File: src/rtl/fp_round_pack.sv
// Two-stage round-and-pack for the 12-bit linear-to-float converter.
// Extracts a 4-bit significand, rounds half-up, renormalises or saturates.
module fp_round_pack #(
  parameter int CNT_W = 8
) (
  input  logic             clk,
  input  logic             rst,
  input  logic             in_valid,
  output logic             in_ready,
  input  logic             in_sign,
  input  logic [11:0]      in_mag,
  input  logic [2:0]       in_exp,
  output logic             out_valid,
  input  logic             out_ready,
  output logic             out_sign,
  output logic [2:0]       out_exp,
  output logic [3:0]       out_frac,
  input  logic             sat_clr,
  output logic [CNT_W-1:0] sat_count
);

  logic             s1_valid_q;
  logic             s1_sign_q;
  logic [2:0]       s1_exp_q;
  logic [3:0]       s1_frac_q;
  logic             s1_r_q;
  logic             s1_sat_q;

  logic             s2_valid_q;
  logic             s2_sign_q;
  logic [2:0]       s2_exp_q;
  logic [3:0]       s2_frac_q;
  logic [CNT_W-1:0] cnt_q;

  logic             s1_adv;
  logic             s2_adv;
  logic [12:0]      sh;
  logic [4:0]       sum;
  logic [2:0]       s2_exp_d;
  logic [3:0]       s2_frac_d;
  logic             sat_d;
  logic             cnt_inc;

  assign s2_adv   = !s2_valid_q || out_ready;
  assign s1_adv   = !s1_valid_q || s2_adv;
  assign in_ready = s1_adv;

  // Bit 0 of the shifted word is the round bit; zero when in_exp is 0.
  assign sh = {in_mag, 1'b0} >> in_exp;

  always_ff @(posedge clk or posedge rst) begin
    if (rst) begin
      s1_valid_q <= 1'b0;
      s1_sign_q  <= 1'b0;
      s1_exp_q   <= '0;
      s1_frac_q  <= '0;
      s1_r_q     <= 1'b0;
      s1_sat_q   <= 1'b0;
    end else if (s1_adv) begin
      s1_valid_q <= in_valid;
      if (in_valid) begin
        s1_sign_q <= in_sign;
        s1_exp_q  <= in_exp;
        s1_frac_q <= sh[4:1];
        s1_r_q    <= sh[0];
        s1_sat_q  <= in_mag[11];
      end
    end
  end

  always_comb begin
    sum       = {1'b0, s1_frac_q} + {4'b0, s1_r_q};
    sat_d     = 1'b0;
    s2_exp_d  = s1_exp_q;
    s2_frac_d = sum[3:0];
    if (s1_sat_q || (sum[4] && s1_exp_q == 3'd7)) begin
      sat_d     = 1'b1;
      s2_exp_d  = 3'd7;
      s2_frac_d = 4'hF;
    end else if (sum[4]) begin
      s2_exp_d  = s1_exp_q + 3'd1;
      s2_frac_d = 4'h8;
    end
  end

  assign cnt_inc = s2_adv && s1_valid_q && sat_d;

  always_ff @(posedge clk or posedge rst) begin
    if (rst) begin
      s2_valid_q <= 1'b0;
      s2_sign_q  <= 1'b0;
      s2_exp_q   <= '0;
      s2_frac_q  <= '0;
    end else if (s2_adv) begin
      s2_valid_q <= s1_valid_q;
      if (s1_valid_q) begin
        s2_sign_q <= s1_sign_q;
        s2_exp_q  <= s2_exp_d;
        s2_frac_q <= s2_frac_d;
      end
    end
  end

  always_ff @(posedge clk or posedge rst) begin
    if (rst) begin
      cnt_q <= '0;
    end else if (sat_clr) begin
      cnt_q <= {{(CNT_W-1){1'b0}}, cnt_inc};
    end else if (cnt_inc && cnt_q != '1) begin
      cnt_q <= cnt_q + 1'b1;
    end
  end

  assign out_valid = s2_valid_q;
  assign out_sign  = s2_sign_q;
  assign out_exp   = s2_exp_q;
  assign out_frac  = s2_frac_q;
  assign sat_count = cnt_q;

endmodule
File: config.mk
export PLATFORM = sky130hd
export DESIGN_NAME = fp_round_pack
export DESIGN_NICKNAME = d
export VERILOG_FILES = /design/src/rtl/fp_round_pack.sv
export SDC_FILE = /design/constraint.sdc
export NUM_CORES = 1
export LEC_CHECK = 0
export BUFFER_PORTS_ARGS = -buffer_cell sky130_fd_sc_hd__buf_2
export CAP_MARGIN = 0
export CORE_MARGIN = 4
export CORE_UTILIZATION = 57
export CTS_CLUSTER_DIAMETER = 80
export DETAILED_ROUTE_END_ITERATION = 7
export GPL_TIMING_DRIVEN = 0
export PLACE_DENSITY = 0.84
export SLEW_MARGIN = 20
export SYNTH_ARGS = -nofsm -noshare
export SYNTH_HDL_FRONTEND = slang
export SYNTH_SLANG_ARGS = --single-unit
File: constraint.sdc
create_clock -name clk -period 6.2 [get_ports clk]
set_clock_uncertainty 0.05 [all_clocks]
set_input_delay 1.24 -clock clk [delete_from_list [all_inputs] [get_ports clk]]
set_output_delay 1.24 -clock clk [all_outputs]
set_load 0.01 [all_outputs]
* Word level (Yosys, flattened, before mapping)
Index checks and enable logic that the tools add are counted.
Storage, ports and cells: word-level logic and storage cells 36, input port bits 21, bits in registers 28
Cells by class: add/subtract/negate cells 3, reduce and logical (&&, ||, !) cells 12, multiplexer cells 7, equal/unequal tests 2, shift-type cells 1
Operators with widths (number):
- $mux W8 | 2
- $shr A13 B3 Y5 | 1
- $add A8 B1 Y8 const B | 1
- $mux W4 | 2
- $ne A8 B8 Y1 const B | 1
- $mux W3 | 2
- $add A4 B1 Y5 | 1
- $logic_and A1 B1 Y1 | 4
- $reduce_and A2 Y1 | 2
- $add A3 B1 Y3 const B | 1
- $eq A3 B3 Y1 const B | 1
- $logic_or A1 B1 Y1 | 3
- $logic_not A1 Y1 | 2
- $reduce_bool A2 Y1 | 1
- $mux W1 | 1

* Logic depth before layout (Yosys ltp)
Gate-level depths: netlist (run 1).
word-level depth 8, depth in mapped cells 7

* Worst setup path before layout (run 1)
Ideal clock, no wire load.
path type input to output, from input out_ready, to output in_ready, arrival 1.454 ns, data required time 4.910 ns, buffers on the path 0, stages on the path 1, path slack 3.456 ns, cell sequence nand3b_1
Between the ends: word-level cells in the longest chain between the ends 2
RTL lines:
- start: declaration | line 14 | input logic out_ready,
- $logic_or A1 B1 Y1 | line 44 | assign s2_adv = !s2_valid_q || out_ready;
- $logic_or A1 B1 Y1 | line 45 | assign s1_adv = !s1_valid_q || s2_adv;
- end: declaration | line 9 | output logic in_ready,
No other way between the ends.

* Final worst setup path (run 1)
Same ends and word-level chain as after synthesis.

==> out/results.txt, run 1 <==
The flow ran to the end, and the final reports show no timing, DRC or antenna violations. In this run the count of I/O pins placed on the die edge is 39. The first global-routing pass estimated 5.72 mm of wire. Once detail routing completed, the nets flagged for antenna violations numbered 0. The maximum number of pins on one net before global-route repair is 29. Among all flip-flop cells after synthesis, the most frequent one is sky130_fd_sc_hd__dfrtp_1. The fraction of synthesis flops using an asynchronous set or reset pin was 1.00; the die height was 61.5 microns. Area of placed instances: 0.00185 sq mm. The actual slew at the worst max-slew pin was 969 ps. In the final layout, flip-flops and latches occupy 701 sq um. Power spread over the standard cell area amounts to 227 mW/mm^2. The clock tree root driver cell was sky130_fd_sc_hd__clkbuf_4. In the synthesized netlist, the number of instances is 150.

The share of cells above drive strength 1 is 0.323. The worst-case IR drop observed on VDD is 0.212 mV. Data arrival time of the critical path: 1690 ps.

The wire-length estimate of the detail-placed layout is 2.56 mm. The clock period could shrink to 2980 ps. In the routed design, unresolved DRC markers number 0. Along the worst path, the maximum fanout reaches 3. In this run the static leakage power is 0.000867 uW. TritonCTS built the clock tree. The first routing iteration left 71 violations.

The tools report the number of antenna violations at the first check in global routing as 0. The run gives 0.429 as the sequential cell area fraction in the yosys report. The post-CTS clock slew at the launch and capture registers of the worst setup and hold paths is 150 ps.

In this run the critical register-to-register path is captured at sat_count[5]$_DFFE_PP0P_. The category of the worst setup path launch point is a primary input. The adder and majority gate portion of the synthesized area is 0.0383, and the net count reported at finish is 216.

The flip-flop and latch count after synthesis works out to 28. The final wirelength is 3.35 mm. For the worst-skew pair, the clock arrives at the later sink with an insertion delay of 340 ps. Across all register-to-register paths, the minimum setup slack is 4080 ps. The final worst-path cycle share is 0.480, and the fraction of the mapped netlist area in compound gates is 0.117. Counting every net in the synthesized netlist gives 176. The synthesized netlist contains 33 unique library cells. The run gives 0 as the number of max-slew violations in the final report. The congestion estimate from routability-driven global placement came to 0.831.

From left edge to right edge, the die measures 61.5 microns. The average size of a mapped cell was 10.9 sq um. The hold buffer count at CTS was 0. In this run the post-CTS setup repair buffer count came out at 0.

For the data required time of the critical path, the log shows 4910 ps. The worst hold path begins at out_frac[2]$_DFFE_PP0N_. Layout overhead on the synthesized area: 15.3%.

End point of the critical path: in_ready. The xor and xnor area share after synthesis works out to 0.0107. The first element of the critical path was out_ready. The worst setup path is captured at an output port. Setup repair after global routing left no endpoint under its margin.

The number of I/O port buffers was 35. After routing the design area is 0.00188 sq mm. Summing all multi-input logic gate instances after layout gives 870 sq um.

The fraction of the core area covered by cells at the end of the flow was 0.682. The combinational family with the most area after synthesis was multiplexers. 0 antenna diodes ended up in the layout. The setup path with the least slack is of type in2out. The core area was 0.00276 sq mm. The count of instances resized after the clock tree is built was 0. Dividing the detail-routed via count by the number of cells gives 6.02.

Leading cell type in the layout, fill and taps excluded: sky130_fd_sc_hd__buf_2. Max-cap violations in this run came to 0. After detailed routing, the average wire length per cell comes to 15.2 microns. In this run, CTS created clock tree buffers numbering 3. Summed over all failing endpoints, the final setup total negative slack is 0 ps.

After global routing the overflow that remains totals 0. Counting cells, the worst reg-to-reg path comes to 7. The run gives 0.350 as the worst-case headroom to the max-slew limit.

The area share of and/or/nand/nor cells after synthesis is 0.168, and the multiplexer area fraction after synthesis is 0.199. The timing-limited maximum frequency is 336 MHz, and the number of warnings reported in the yosys synthesis log is 0. The floorplan die area is 0.00378 sq mm.

The overall routing resource usage is 0.202, and the largest buffer count on any clock path is 2. Number of hold violations in the final report: 0. Clock sink total: 28.

The tools report the initial cell density of the core as 0.592. Maximum level of the CTS H-tree: 1. In this run, synthesis inferred 0 flip-flops with an integrated enable. The worst hold path belongs to the class reg2reg. The number of global-route vias before repair came out at 1,381.

Leaving out fill and tap cells, the most frequent cells in the layout are sky130_fd_sc_hd__buf_2, sky130_fd_sc_hd__dfrtp_1, sky130_fd_sc_hd__nand2_1, sky130_fd_sc_hd__a21oi_1, sky130_fd_sc_hd__mux2i_1. Number of setup violations in the final report: 0. The worst register-to-register path begins at s1_frac_q[0]$_DFFE_PP0P_. The via count is 1,325.

The run gives 19 as the standard-cell row count. The logs give 0.00163 sq mm for the netlist area before placement and 4 for the iteration count of the initial detailed-routing pass. The final-layout fill cell count came out at 231.
==> cells by family (layout without fill, tap and decap cells) <==
| family | Yosys count | after routing |
|---|---|---|
| AO/OA/AOI/OAI | 32 | 32 |
| XOR/XNOR | 2 | 2 |
| adder cells (fa/ha/maj) | 5 | 5 |
| buffers and inverters | 11 | 50 |
| flip-flops | 28 | 28 |
| multiplexers | 24 | 24 |
| AND/OR/NAND/NOR | 48 | 48 |
==> synth_stat cells (all sizes together) (4+ instances only) <==
master / instances / area [sq um]
ha: 5 / 62.6
o21ai: 10 / 50.1
mux2: 7 / 78.8
a21oi: 12 / 60.1
dfrtp: 28 / 701
clkbuf: 5 / 28.8
or4: 4 / 30.0
nand3: 6 / 42.5
mux4: 6 / 135
nand2: 18 / 67.6
nor2: 7 / 26.3
mux2i: 11 / 110
==> stage by stage <==
step | std cells | worst slack [ps] | hold slack (ps) | power, uW
global placement | 216 | 3230 | 394 | 337
CTS | 220 | 3220 | 441 | 432
detailed placement | 216 | 3230 | 407 | 344
floorplan | 150 | 3460 | 383 | 303
finish | 220 | 3220 | 441 | 428
global route | 220 | 3200 | 490 | 456
==> worst min-delay path by stage <==
stage,end,slack (ps),cells past startpoint
floorplan,out_sign$_DFFE_PP0N_,380,2
global placement,out_sign$_DFFE_PP0N_,390,2
detailed placement,out_frac[2]$_DFFE_PP0N_,410,2
CTS,out_frac[2]$_DFFE_PP0N_,440,2
global route,out_sign$_DFFE_PP0N_,490,2
finish,out_frac[2]$_DFFE_PP0N_,440,2
==> sequential cells by signal, summed over array words and instances, names as in the netlist <==
signal      flops
s1_sign_q       1
out_frac        4
sat_count       8
out_valid       1
out_sign        1
s1_exp_q        3
s1_valid_q      1
s1_frac_q       4
out_exp         3
s1_r_q          1
s1_sat_q        1
==> layout make-up <==
class | instances | area share
plain buffers | 8 | 0.0266
clock buffers | 4 | 0.0193
inverters | 3 | 0.00598
multi-input cells | 111 | 0.462
flip-flops and latches | 28 | 0.372
well taps | 31 | 0.0206
repair buffers | 35 | 0.0931
==> layer usage <==
| layer | GRT usage | vias up | routed length (microns) |
|---|---|---|---|
| met4 | 0.109 | 0 | 73 |
| li1 | - | 630 | - |
| met1 | 0.226 | 655 | 1390 |
| met5 | 0 | - | 0 |
| met2 | 0.360 | 31 | 1760 |
| met3 | 0.0377 | 9 | 132 |
==> critical path, stage by stage <==
cell,delay (ps)
sky130_fd_sc_hd__buf_2,100
sky130_fd_sc_hd__nand3b_1,180
sky130_fd_sc_hd__buf_2,170
==> where the power goes <==
| group | total [uW] | internal (uW) | switching (uW) |
|---|---|---|---|
| combinational | 111 | 52.1 | 58.8 |
| clock | 89.4 | 36.0 | 53.4 |
| sequential | 228 | 208 | 19.7 |
(Power assumes the default switching activity.)
==> run 2, diff against run 1 <==
- CORE_UTILIZATION: 57 -> 48
- PLACE_DENSITY: 0.84 -> 0.76
- clock period: 6.2 -> 2.6 ns (I/O delays scaled with it)
==> run 2 against run 1 <==
  * Via count fell by 0.91%
  * Register-to-register slack got worse by 3600 ps
  * Combinational power rose by 140%
  * Largest cell class unchanged
  * Highest routed layer unchanged
==> out/results.txt, run 2 (same netlist as run 1, synthesis figures left out) <==
The run finished with clean final reports. The run gives 468 MHz as the timing-limited maximum frequency. The floorplan die width was 66.3 microns (was 61.5 microns); the floorplan die area was 0.00440 sq mm (was 0.00378 sq mm).

The logs give 460 ps (was 4080 ps) for the register-to-register setup slack and 39 (unchanged) for the number of ports placed on the die boundary. The worst min-delay path class was in2async (was reg2reg). The clock insertion delay at the later pin of the skew report was 330 ps (was 340 ps); the total internal power was 707 uW (was 296 uW). The run gives 0.398 mV (was 0.212 mV) as the maximum resistive drop on vdd. The iteration count of the initial detailed-routing pass came out at 4 (unchanged). The tools report the worst flop-to-flop path endpoint as sat_count[5]$_DFFE_PP0P_ (unchanged). The logs give 2320 ps (was 1690 ps) for the data arrival time of the critical path and 2.61 mm (was 2.56 mm) for the placed wire-length estimate after detailed placement. The number of DRC violations after detailed-routing iteration 0 was 71 (unchanged); the routability congestion estimate from global placement was 0.777 (was 0.831).

The via density per instance was 5.64 (was 6.02). Setup repair after global routing left no endpoint under its margin. Start-to-end type of the worst setup path: reg2reg (was in2out). The largest driver fanout on the critical path was 10 (was 3). Accumulated negative setup slack: 0 ps (unchanged). The switching fraction of total power came out at 0.306 (was 0.308). The final hold slack was 168 ps (was 441 ps).

Category of the worst setup path launch point: a flop (was a primary input). Number of antenna violations at the first check in global routing: 0 (unchanged). For the logic gate share of total power, the log shows 0.260 (was 0.259). The tools report the global-route wire length before repair as 5.97 mm (was 5.72 mm).

The core area was 0.00315 sq mm (was 0.00276 sq mm); the number of antenna cells inserted was 0 (unchanged). The number of setup buffers added after CTS was 0 (unchanged). Number of setup violations in the final report: 0 (unchanged). The run gives 0 (unchanged) as the count of instances resized after the clock tree is built. The tools report the count of max-cap constraint violations as 0 (unchanged). The run gives 1,375 (was 1,381) as the number of global-route vias before repair. The actual slew at the worst max-slew pin came out at 568 ps (was 969 ps).

The clock period minus worst slack was 2140 ps. The maximum number of pins on one net before global-route repair was 29 (unchanged). The average detailed-routed wire length per instance is 14.6 microns (was 15.2 microns), and the overall routing resource usage is 0.174 (was 0.202).

Number of DRC violations after detailed routing: 0 (unchanged). The portion of total power attributed to the clock network came out at 0.205 (was 0.209). The run gives 2780 ps (was 4910 ps) as the data required time of the critical path. The post-route antenna net violation count was 0 (unchanged). Die height: 66.3 microns (was 61.5 microns). Number of hold violations in the final report: 0 (unchanged). The clock sink total is 28 (unchanged), and the number of I/O port buffers is 35 (unchanged).

The power per cell area came out at 536 mW/mm^2 (was 227 mW/mm^2). The tools report the via count as 1,313 (was 1,325). The share of cells above drive strength 1 was 0.328 (was 0.323). The net count reported at finish was 216 (unchanged); the switching power was 312 uW (was 132 uW). The leading cell type in the layout, fill and taps excluded was sky130_fd_sc_hd__buf_2 (unchanged). Largest buffer count on any clock path: 2 (unchanged).

The maximum level of the CTS H-tree came out at 1 (unchanged). Final wirelength: 3.40 mm (was 3.35 mm). The total overflow reported by the global router was 0 (unchanged). Critical path capture point type: a flop (was an output port).

The post-CTS clock slew at the launch and capture registers of the worst setup and hold paths came out at 140 ps (was 150 ps). Reg-to-reg startpoint: s1_frac_q[0]$_DFFE_PP0P_ (unchanged). Leading cell types in the layout, fill and taps excluded: sky130_fd_sc_hd__buf_2, sky130_fd_sc_hd__dfrtp_1, sky130_fd_sc_hd__nand2_1, sky130_fd_sc_hd__a21oi_1, sky130_fd_sc_hd__mux2i_1 (unchanged). TritonCTS built the clock tree. Clock tree root driver cell: sky130_fd_sc_hd__clkbuf_4 (unchanged).

The layout overhead on the synthesized area was 16.3% (was 15.3%); the number of CTS-inserted buffers was 3 (unchanged). The number of max-slew violations in the final report was 0 (unchanged); the final-layout fill cell count was 282 (was 231). The final worst-path cycle share is 0.822.

The worst reg-to-reg path cell count was 7 (unchanged). The flip-flop count of the largest register, all copies and words added came out at 8 (unchanged). For the standard-cell row count, the log shows 20 (was 19). Hold buffer count at CTS: 0 (unchanged).

The initial cell density of the core was 0.517 (was 0.592); the worst-case headroom to the max-slew limit was 0.621 (was 0.350). The tools report the sequential cell fraction of total power as 0.535 (was 0.532). The tools report the leakage power of the design as 0.000870 uW (was 0.000867 uW).
run 2: cell types whose count changed in the layout (fill, tap and decap cells not counted), sizes merged:
cell / before / now
inv: 2 / 3
clkinv: 1 / 0
run 2: final cells by class:
cell class / instances / area, sq um / share of cell area
timing repair buffer: 35 / 175 / 0.0923
clock buffer: 4 / 36.3 / 0.0191
multi-input combinational: 111 / 870 / 0.458
tap: 44 / 55.1 / 0.0290
buffer: 8 / 50.0 / 0.0264
sequential: 28 / 701 / 0.369
inverter: 3 / 11.3 / 0.00593
run 2: metal layers:
layer,global-route usage,wire [microns]
met4,0.0508,41
met1,0.202,1370
met3,0.0391,142
met5,0,0
met2,0.317,1840
run 2: through the flow:
step	total power, uW	utilization	setup slack (ps)	area (sq um)	instances
floorplan	722	-	656	1630	150
global placement	805	0.590	514	1860	229
detailed placement	821	0.590	476	1860	229
CTS	1040	0.602	439	1900	233
global route	1090	0.602	292	1900	233
finish	1020	0.602	463	1900	233
run 2: worst max path at each step:
stage | from | cells after the start | slack [ps] | endpoint
2_1_floorplan | s1_frac_q[0]$_DFFE_PP0P_ | 7 | 660 | sat_count[5]$_DFFE_PP0P_
3_3_place_gp | s1_frac_q[0]$_DFFE_PP0P_ | 7 | 510 | sat_count[5]$_DFFE_PP0P_
3_5_place_dp | s1_frac_q[0]$_DFFE_PP0P_ | 7 | 480 | sat_count[5]$_DFFE_PP0P_
4_1_cts | s1_frac_q[0]$_DFFE_PP0P_ | 7 | 440 | sat_count[5]$_DFFE_PP0P_
5_1_grt | s1_frac_q[0]$_DFFE_PP0P_ | 7 | 290 | sat_count[5]$_DFFE_PP0P_
6_report | s1_frac_q[0]$_DFFE_PP0P_ | 7 | 460 | sat_count[5]$_DFFE_PP0P_
run 2: critical path, cell delays in order (launching register included):
cell and delay [ps]:
sky130_fd_sc_hd__dfrtp_1 380, sky130_fd_sc_hd__ha_1 180, sky130_fd_sc_hd__ha_1 240, sky130_fd_sc_hd__a41o_2 290
sky130_fd_sc_hd__nand3_4 110, sky130_fd_sc_hd__clkbuf_8 190, sky130_fd_sc_hd__nor4_4 250, sky130_fd_sc_hd__mux2_1 340
run 2: power groups by stage:
| stage | Sequential [uW] | Clock (uW) | Combinational, uW |
|---|---|---|---|
| 2_1_floorplan | 560 | 0 | 162 |
| 3_3_place_gp | 548 | 0 | 257 |
| 3_5_place_dp | 552 | 0 | 269 |
| 4_1_cts | 545 | 221 | 270 |
| 5_1_grt | 553 | 238 | 303 |
| 6_report | 545 | 209 | 264 |
==> run 3, diff against run 2 <==
- clock period: 2.6 -> 1.85 ns (I/O delays scaled with it)
==> run 3 against run 2 <==
  * The run now ends with setup timing left
  * Global-route usage increased by 1.5 points
  * First-iteration DRC count did not move
  * Design area up 8.8%
  * Fmax is 14% higher
  * Sequential share of layout area down 3.0 points
  * Via count grew 4.0%
  * Cell count is 3.4% higher
  * Sequential cell count did not move
  * Combinational power increased by 67%
  * Power up 49%
  * Register-to-register slack got worse by 490 ps
  * Worst setup slack worse by 490 ps
==> out/results.txt, run 3 (same netlist as run 1, synthesis figures left out) <==
The run gives -30 ps (was 460 ps) as the register-to-register setup slack. Start-to-end type of the worst setup path: reg2reg (unchanged). The core area was 0.00315 sq mm (unchanged).

The number of CTS-inserted buffers is 3 (unchanged). The leakage power of the design was 0.000923 uW (was 0.000870 uW); the final wirelength was 3.67 mm (was 3.40 mm). The initial cell density of the core is 0.517 (unchanged), and the clock period minus worst slack is 1880 ps (was 2140 ps). The run gives 1,453 (was 1,375) as the number of global-route vias before repair. The worst path buffer plus inverter count was 1 (unchanged). The placed wire-length estimate after detailed placement is 2.67 mm (was 2.61 mm). The run gives 71 (unchanged) as the number of DRC violations after detailed-routing iteration 0. The number of max-slew violations in the final report was 0 (unchanged); the share of cells above drive strength 1 was 0.401 (was 0.328). The tools report the standard-cell row count as 20 (unchanged).

The tools report the critical path capture point type as a flop (unchanged). The post-CTS clock slew at the launch and capture registers of the worst setup and hold paths was 150 ps (was 140 ps). The tools report the first element of the critical path as sat_count[0]$_DFFE_PP0P_ (was s1_frac_q[0]$_DFFE_PP0P_).

The clock tree root driver cell is sky130_fd_sc_hd__clkbuf_4 (unchanged). The final worst-path cycle share works out to 1.01 (was 0.822). The net count reported at finish was 224 (was 216); the largest driver fanout on the critical path was 10 (unchanged).

The logs give 0 (unchanged) for the total overflow reported by the global router and -25.8 ps (was 463 ps) for the minimum setup slack in the final design. The logs give 0.427 mV (was 0.398 mV) for the maximum resistive drop on vdd and 241 (was 233) for the number of standard cells in the final layout excluding fillers. The run gives -25.8 ps (was 0 ps) as the accumulated negative setup slack. Leading cell types in the layout, fill and taps excluded: sky130_fd_sc_hd__buf_2, sky130_fd_sc_hd__dfrtp_1, sky130_fd_sc_hd__nand2_1, sky130_fd_sc_hd__mux2i_1, sky130_fd_sc_hd__a21oi_1 (was sky130_fd_sc_hd__buf_2, sky130_fd_sc_hd__dfrtp_1, sky130_fd_sc_hd__nand2_1, sky130_fd_sc_hd__a21oi_1, sky130_fd_sc_hd__mux2i_1). The run finished, with violations left. The layout overhead on the synthesized area came out at 26.5% (was 16.3%). The clock sink total is 28 (unchanged), and the number of antenna cells inserted is 0 (unchanged). The overall routing resource usage is 0.190 (was 0.174).

The logic gate share of total power came out at 0.291 (was 0.260). Setup repair after global routing could not meet its margin everywhere. The run gives 0 (unchanged) as the count of max-cap constraint violations.

Data arrival time of the critical path: 2060 ps (was 2320 ps). The routability congestion estimate from global placement was 0.754 (was 0.777); the data required time of the critical path was 2030 ps (was 2780 ps). The number of hold violations in the final report is 0 (unchanged). The run gives 29 (unchanged) as the maximum number of pins on one net before global-route repair.

The final reports fail on setup timing. The logs give 0.510 (was 0.535) for the sequential cell fraction of total power and 0 (unchanged) for the post-route antenna net violation count. The floorplan die width was 66.3 microns (unchanged).

The die height came out at 66.3 microns (unchanged). Cell-by-cell listing of the critical path: ha_1 > and4_4 > buf_6 > nor4_4 > mux2_4 (was ha_1 > ha_1 > a41o_2 > nand3_4 > clkbuf_8 > nor4_4 > mux2_1). The total power was 1520 uW (was 1020 uW); the number of antenna violations at the first check in global routing was 0 (unchanged). Leading cell type in the layout, fill and taps excluded: sky130_fd_sc_hd__buf_2 (unchanged). For the number of DRC violations after detailed routing, the log shows 0 (unchanged).

The logs give 2 (unchanged) for the largest buffer count on any clock path and 275 (was 282) for the final-layout fill cell count. The timing-limited maximum frequency was 533 MHz (was 468 MHz); the number of setup violations in the final report was 1 (was 0). Average detailed-routed wire length per instance: 15.2 microns (was 14.6 microns). Peak per-stage delay on the critical path: 470 ps (was 380 ps). The placed cell count is 229 (unchanged), and the number of I/O port buffers is 35 (unchanged). The reg-to-reg startpoint is sat_count[0]$_DFFE_PP0P_ (was s1_frac_q[0]$_DFFE_PP0P_). The tools report the total internal power as 1040 uW (was 707 uW). The category of the worst setup path launch point is a flop (unchanged). Maximum level of the CTS H-tree: 1 (unchanged).

The power per cell area was 734 mW/mm^2 (was 536 mW/mm^2); the via density per instance was 5.67 (was 5.64). The floorplan die area is 0.00440 sq mm (unchanged), and the iteration count of the initial detailed-routing pass is 4 (unchanged). The switching fraction of total power works out to 0.314 (was 0.306). The tools report the clock insertion delay at the later pin of the skew report as 320 ps (was 330 ps).

The critical path's top delay family was simple AND/OR/NAND/NOR gates (was adder cells). The logs give 0 (unchanged) for the hold buffer count at CTS and 29.5 ps (was 168 ps) for the final hold slack. The worst-case headroom to the max-slew limit is 0.606 (was 0.621).

The global-route wire length before repair was 6.59 mm (was 5.97 mm). The number of ports placed on the die boundary was 39 (unchanged). The actual slew at the worst max-slew pin is 591 ps (was 568 ps), and the flip-flop count of the largest register, all copies and words added is 8 (unchanged). The tools report the switching power as 476 uW (was 312 uW). TritonCTS built the clock tree. The master of the slowest instance on the critical path was sky130_fd_sc_hd__dfrtp_1 (unchanged).

Portion of total power attributed to the clock network: 0.200 (was 0.205). Worst min-delay path class: in2async (unchanged). The tools report the via count as 1,366 (was 1,313).
==> run 3: worst paths after layout <==
| check | end | depth (start not counted) |
|---|---|---|
| max | sat_count[5]$_DFFE_PP0P_ | 5 |
| min | sat_count[2]$_DFFE_PP0P_ | 2 |
| max reg2reg | sat_count[5]$_DFFE_PP0P_ | 5 |
| min reg2reg | out_sign$_DFFE_PP0N_ | 2 |
| max in group asynchronous | out_valid$_DFFE_PP0P_ | 2 |
| min in group clk | s1_valid_q$_DFFE_PP0N_ | 2 |
==> run 3: stage by stage <==
stage	utilization	setup slack, ps	instance area (sq um)
global placement	0.603	-33.9	1900
floorplan	-	70.9	1670
finish	0.655	-25.8	2060
detailed placement	0.603	-85.8	1900
CTS	0.640	-26.7	2020
global route	0.655	-123	2060
==> run 3: cell type report <==
class	instances	area (sq um)	share of cell area
Buffer	8	61.3	0.0297
Clock buffer	4	36.3	0.0176
Inverter	3	11.3	0.00545
Multi-Input combinational cell	111	958	0.464
Sequential cell	28	701	0.339
Tap cell	44	55.1	0.0267
Timing Repair Buffer	43	241	0.117
==> run 3: timing repair <==
action / 4_1_cts / 5_1_grt
gates cloned: 1 / 0
hold endpoints to repair: 0 / 0
pin swaps: 4 / 3
resized for setup: 2 / 8
setup endpoints to repair: 5 / 8
setup buffers: 6 / 1
==> run 3: worst reg2reg max path, stage by stage (launching register included) <==
cell and delay, ps:
sky130_fd_sc_hd__dfrtp_1 470, sky130_fd_sc_hd__ha_1 330, sky130_fd_sc_hd__and4_4 210, sky130_fd_sc_hd__buf_6 140
sky130_fd_sc_hd__nor4_4 270, sky130_fd_sc_hd__mux2_4 320
==> run 3: power groups by stage <==
stage | Clock, uW | Sequential (uW) | Combinational, uW
floorplan | 0 | 793 | 240
global placement | 0 | 777 | 376
detailed placement | 0 | 781 | 394
CTS | 311 | 771 | 434
global route | 341 | 787 | 496
finish | 303 | 772 | 440
==> run 3: per-layer routing <==
layer / vias up / share of wire / track usage
met3: 2 / 0.029 / 0.0255
met5: - / 0 / 0
met1: 690 / 0.43 / 0.235
met2: 21 / 0.54 / 0.346
li1: 653 / - / -
met4: 0 / 0.0046 / 0.0457
